File: src/rtl/mac_current_accumulator.sv
// Frame-based multiply-accumulate feeding the neuron input current.
// Each frame of N_INPUTS x*w beats produces one scaled, clamped unsigned current.
module mac_current_accumulator #(
  parameter int WIDTH     = 8,
  parameter int N_INPUTS  = 4,
  parameter int ACC_WIDTH = 20,
  parameter int OUT_SHIFT = 0
) (
  input  logic                            clk,
  input  logic                            rst_n,
  input  logic                            in_valid,
  output logic                            in_ready,
  input  logic [WIDTH-1:0]                x_in,
  input  logic [WIDTH-1:0]                w_in,
  input  logic                            flush,
  output logic                            out_valid,
  input  logic                            out_ready,
  output logic [WIDTH-1:0]                current_out,
  output logic                            sat_flag,
  output logic [$clog2(N_INPUTS+1)-1:0]   beat_count
);

  localparam int CNT_W = $clog2(N_INPUTS + 1);
  localparam logic signed [ACC_WIDTH-1:0] MAX_CUR = ACC_WIDTH'((64'd1 << WIDTH) - 64'd1);

  typedef enum logic {ACCUM, DONE} state_t;

  state_t                       state, state_next;
  logic signed [ACC_WIDTH-1:0]  acc;
  logic [CNT_W-1:0]             count;
  logic [WIDTH-1:0]             cur_reg;
  logic                         sat_reg;

  logic signed [2*WIDTH:0]      x_ext, w_ext, prod;
  logic signed [ACC_WIDTH-1:0]  acc_sum, final_sum;
  logic [WIDTH-1:0]             clamp_cur;
  logic                         clamp_sat;
  logic                         accept, last_beat;

  // x is unsigned, so zero-extend it before the signed multiply
  assign x_ext     = {{(WIDTH+1){1'b0}}, x_in};
  assign w_ext     = {{(WIDTH+1){w_in[WIDTH-1]}}, w_in};
  assign prod      = x_ext * w_ext;
  assign acc_sum   = acc + ACC_WIDTH'(prod);
  assign final_sum = acc_sum >>> OUT_SHIFT;

  assign in_ready    = (state == ACCUM);
  assign out_valid   = (state == DONE);
  assign current_out = cur_reg;
  assign sat_flag    = sat_reg;
  assign beat_count  = count;

  assign accept    = in_valid && in_ready;
  assign last_beat = accept && (count == CNT_W'(N_INPUTS - 1));

  always_comb begin
    clamp_cur = final_sum[WIDTH-1:0];
    clamp_sat = 1'b0;
    if (final_sum < 0) begin
      clamp_cur = '0;
      clamp_sat = 1'b1;
    end else if (final_sum > MAX_CUR) begin
      clamp_cur = '1;
      clamp_sat = 1'b1;
    end
  end

  always_comb begin
    state_next = state;
    if (flush) begin
      state_next = ACCUM;
    end else begin
      case (state)
        ACCUM:   if (last_beat) state_next = DONE;
        DONE:    if (out_ready) state_next = ACCUM;
        default: state_next = ACCUM;
      endcase
    end
  end

  always_ff @(posedge clk or negedge rst_n) begin
    if (!rst_n) state <= ACCUM;
    else        state <= state_next;
  end

  // Datapath registers; flush wins over both a beat and an output handshake
  always_ff @(posedge clk or negedge rst_n) begin
    if (!rst_n) begin
      acc     <= '0;
      count   <= '0;
      cur_reg <= '0;
      sat_reg <= 1'b0;
    end else if (flush) begin
      acc   <= '0;
      count <= '0;
    end else if (state == ACCUM) begin
      if (accept) begin
        acc   <= acc_sum;
        count <= count + 1'b1;
        if (last_beat) begin
          cur_reg <= clamp_cur;
          sat_reg <= clamp_sat;
        end
      end
    end else if (out_ready) begin
      acc   <= '0;
      count <= '0;
    end
  end

endmodule

File: config.mk
export PLATFORM = sky130hd
export DESIGN_NAME = mac_current_accumulator
export DESIGN_NICKNAME = d
export VERILOG_FILES = /design/src/rtl/mac_current_accumulator.sv
export SDC_FILE = /design/constraint.sdc
export NUM_CORES = 1
export LEC_CHECK = 0
export BUFFER_PORTS_ARGS = -buffer_cell sky130_fd_sc_hd__buf_2
export CORE_UTILIZATION = 54
export CTS_CLUSTER_SIZE = 12
export DETAILED_ROUTE_END_ITERATION = 10
export PLACE_DENSITY = 0.75
export SLEW_MARGIN = 10
export SYNTH_ARGS = -nofsm -noshare
export SYNTH_HDL_FRONTEND = slang
export SYNTH_SLANG_ARGS = --single-unit
File: constraint.sdc
create_clock -name clk -period 7.31 [get_ports clk]
set_clock_uncertainty 0.1 [all_clocks]
set_input_delay 0.3655 -clock clk [delete_from_list [all_inputs] [get_ports clk]]
set_output_delay 0.3655 -clock clk [all_outputs]
set_load 0.01 [all_outputs]
==> flow_summary.ini <==
[final_layout]
fin_cells = 557
drive_gt1_share_pct = 10.5
antenna-diode-count = 0
fill_cells = 627
area_growth_pct = 8.10
post-route-util_pct = 61.8
final_nets = 591

[place]
place_congestion = 0.916
dpl.cell_count = 549
dpl_worst_slack_ns = 0.981
post-dp-hpwl_um = 7140
port_buffers = 34

[synth]
synth-edff-count = 0
yosysTopAreaCell = fa_1
synth_nets = 559
synthArstFlopShare_pct = 100
ys_seq_area_share_pct = 19.5
syn_area_per_cell_sq_um = 9.96
synth_top_area_share_pct = 24.1
synthesis.area_sq_um = 4230
synth-seq-cells = 33
ys.flop_type = dfrtp_1
yosysWarnings = 0
syn_inst = 425
ys_types = 48
synthTopCellsByArea = fa_1 24%, dfrtp_1 20%, ha_1 18%

[min_path]
hold_class = input port to asynchronous set/reset pin

[worst_setup_path]
critical_path.max_fanout = 9
rr_endpoint = current_out[3]$_DFFE_PN0P_
cp.arrival_ns = 6.12
timing.rr.start = acc[6]$_DFFE_PN0P_
r2r_cells = 18
worstSetupPathType = input port to flip-flop
required_ns = 7.38
cp-end-kind = flip-flop
cp-start-kind = input port
reg2reg_slack_ns = 1.48

[outcome]
status = complete, no violations

[global_routing]
grt_max_degree = 34
antenna_found_initial = 0
grt_use_total_pct = 23.2
grt_pass1_wl_um = 15100
overflow = 0
grt_pass1_vias = 3157

[power]
power_density_nw_per_um2 = 394
peakVddDrop_v = 0.000221
p_leak_nw = 2.47
power_mw = 1.80

[floorplan]
dieArea_sq_um = 8200
design.core.area_sq_um = 7410
io_pins = 35
rows = 31
die_w_um = 90.5
start_util_pct = 57.1
fp.dieH_um = 90.5

[route]
routedWlPerCell_um = 15.6
ant_nets = 0
via_count = 3127
drt_iter0_drc = 127
via_per_inst = 5.61
dr.pass1.iters = 4
drt_wl_total_um = 8690
drcViolationCount = 0

[clocking]
cts_buffer_depth = 2
cts.reportedPaths.clkPinSlew_ns = 0.07
hold_buffers = 0
cts_resized = 0
cts_buffers = 5
clock_latency_ns = 0.29
cts.sinks = 33
tritoncts = built
cts_root_buf = clkbuf_8
cts-htree-levels = 2
post-cts-setup-buffers = 0

[sta]
layout_setup_ws_ns = 1.26
final_hold_viol_count = 0
drv_slew = 0
timing.fmax_ghz = 0.165
final.period_utilization_pct = 82.7
period_minus_slack_ns = 6.05
setup-violations-final = 0
maxSlewHeadroom_pct = 43.0
tns_ns = 0
rsz0062_at_grt = no
tightest_slew_ns = 0.855

[flow_run]
cap_violations = 0
==> per-stage QoR <==
step                      cell area (sq um)  hold WS [ns]
after floorplan                        4230       -0.0301
after CTS                              4580        0.0646
after detailed placement               4490         0.376
after global placement                 4490         0.360
final                                  4580        0.0382
after global routing                   4580         0.100
==> layout make-up <==
cell class                      count  area, sq um  share of cell area (%)
Multi-Input combinational cell    310         3100                    67.7
Sequential cell                    33          826                    18.0
Inverter                           72          270                    5.91
Timing Repair Buffer               35          178                    3.88
Tap cell                           99          124                    2.71
Clock buffer                        6         72.6                    1.59
Clock inverter                      2         10.0                   0.219
==> metal layers <==
| metal | vias up | share of wire, % | GRT usage, % |
|---|---|---|---|
| met4 | 0 | 1.8 | 5.24 |
| met2 | 58 | 49 | 38.8 |
| met1 | 1574 | 45 | 31.6 |
| met3 | 13 | 3.4 | 3.54 |
| li1 | 1482 | - | - |
| met5 | - | 0 | 0 |
==> cells in the final DEF, fill, tap and decap left out, types with 9 or more instances in the layout <==
cell,n
a22o_1,18
and2_1,29
buf_2,34
dfrtp_1,33
fa_1,51
ha_1,62
inv_1,71
nand2_1,42
nor2_1,16
xnor2_1,9
==> report_power, final <==
group          switching [mW]  leakage, nW  total, mW  internal, mW
sequential             0.0322        0.439      0.265         0.233
clock                  0.0690       0.0450      0.135        0.0660
combinational           0.809         1.99       1.40         0.592
==> state kept, by name (all words and copies together) (netlist names) <==
register	flops
acc	20
beat_count	3
current_out	8
out_valid	1
sat_flag	1
==> kinds of logic after synthesis <==
logic type,count (synthesis),synth area share [%]
xor gates and xnor gates,14,2.90
AOI/OAI and AO/OA,73,14.4
DFF,33,19.5
and+or+nand+nor,110,13.2
adders and majority gates,113,42.4
buffers and inverters,82,7.48
==> cells in the mapped netlist (all sizes together), types with 2 or more instances <==
cell and instances:
a32o 2, a21oi 9, o21a 2, nand2b 4
nor3 2, nand3 3, o221a 8, clkbuf 7
dfrtp 33, inv 71, and3 3, a211o 2
nor2 16, a22o 18, a211oi 4, o211ai 2
or3 4, buf 3, xor2 5, ha 62
o21ai 8, o31ai 3, and2 29, a21o 8
nand2 42, xnor2 9, fa 51
==> worst max-delay path by stage <==
| stage | startpoint | to | slack [ns] | cells after the start |
|---|---|---|---|---|
| 4_1_cts | w_in[7] | current_out[3]$_DFFE_PN0P_ | 1.25 | 17 |
| 6_report | w_in[7] | current_out[3]$_DFFE_PN0P_ | 1.26 | 17 |
| 2_1_floorplan | w_in[1] | current_out[0]$_DFFE_PN0P_ | 1.52 | 18 |
| 3_3_place_gp | w_in[7] | current_out[1]$_DFFE_PN0P_ | 1.13 | 17 |
| 3_5_place_dp | w_in[7] | current_out[3]$_DFFE_PN0P_ | 0.98 | 17 |
| 5_1_grt | w_in[7] | current_out[3]$_DFFE_PN0P_ | 1.0 | 17 |
==> worst max-delay path: stages <==
cell,delay (ns)
buf_2,0.22
clkinv_1,0.26
fa_1,0.59
inv_1,0.05
fa_1,0.51
fa_1,0.44
fa_1,0.57
fa_1,0.42
ha_1,0.35
o211a_1,0.27
o31ai_4,0.09
a21oi_2,0.11
or3_4,0.37
a2111oi_4,0.34
nand4bb_1,0.14
or4b_1,0.70
o221a_1,0.30
Power figures use the tool's default switching activity.
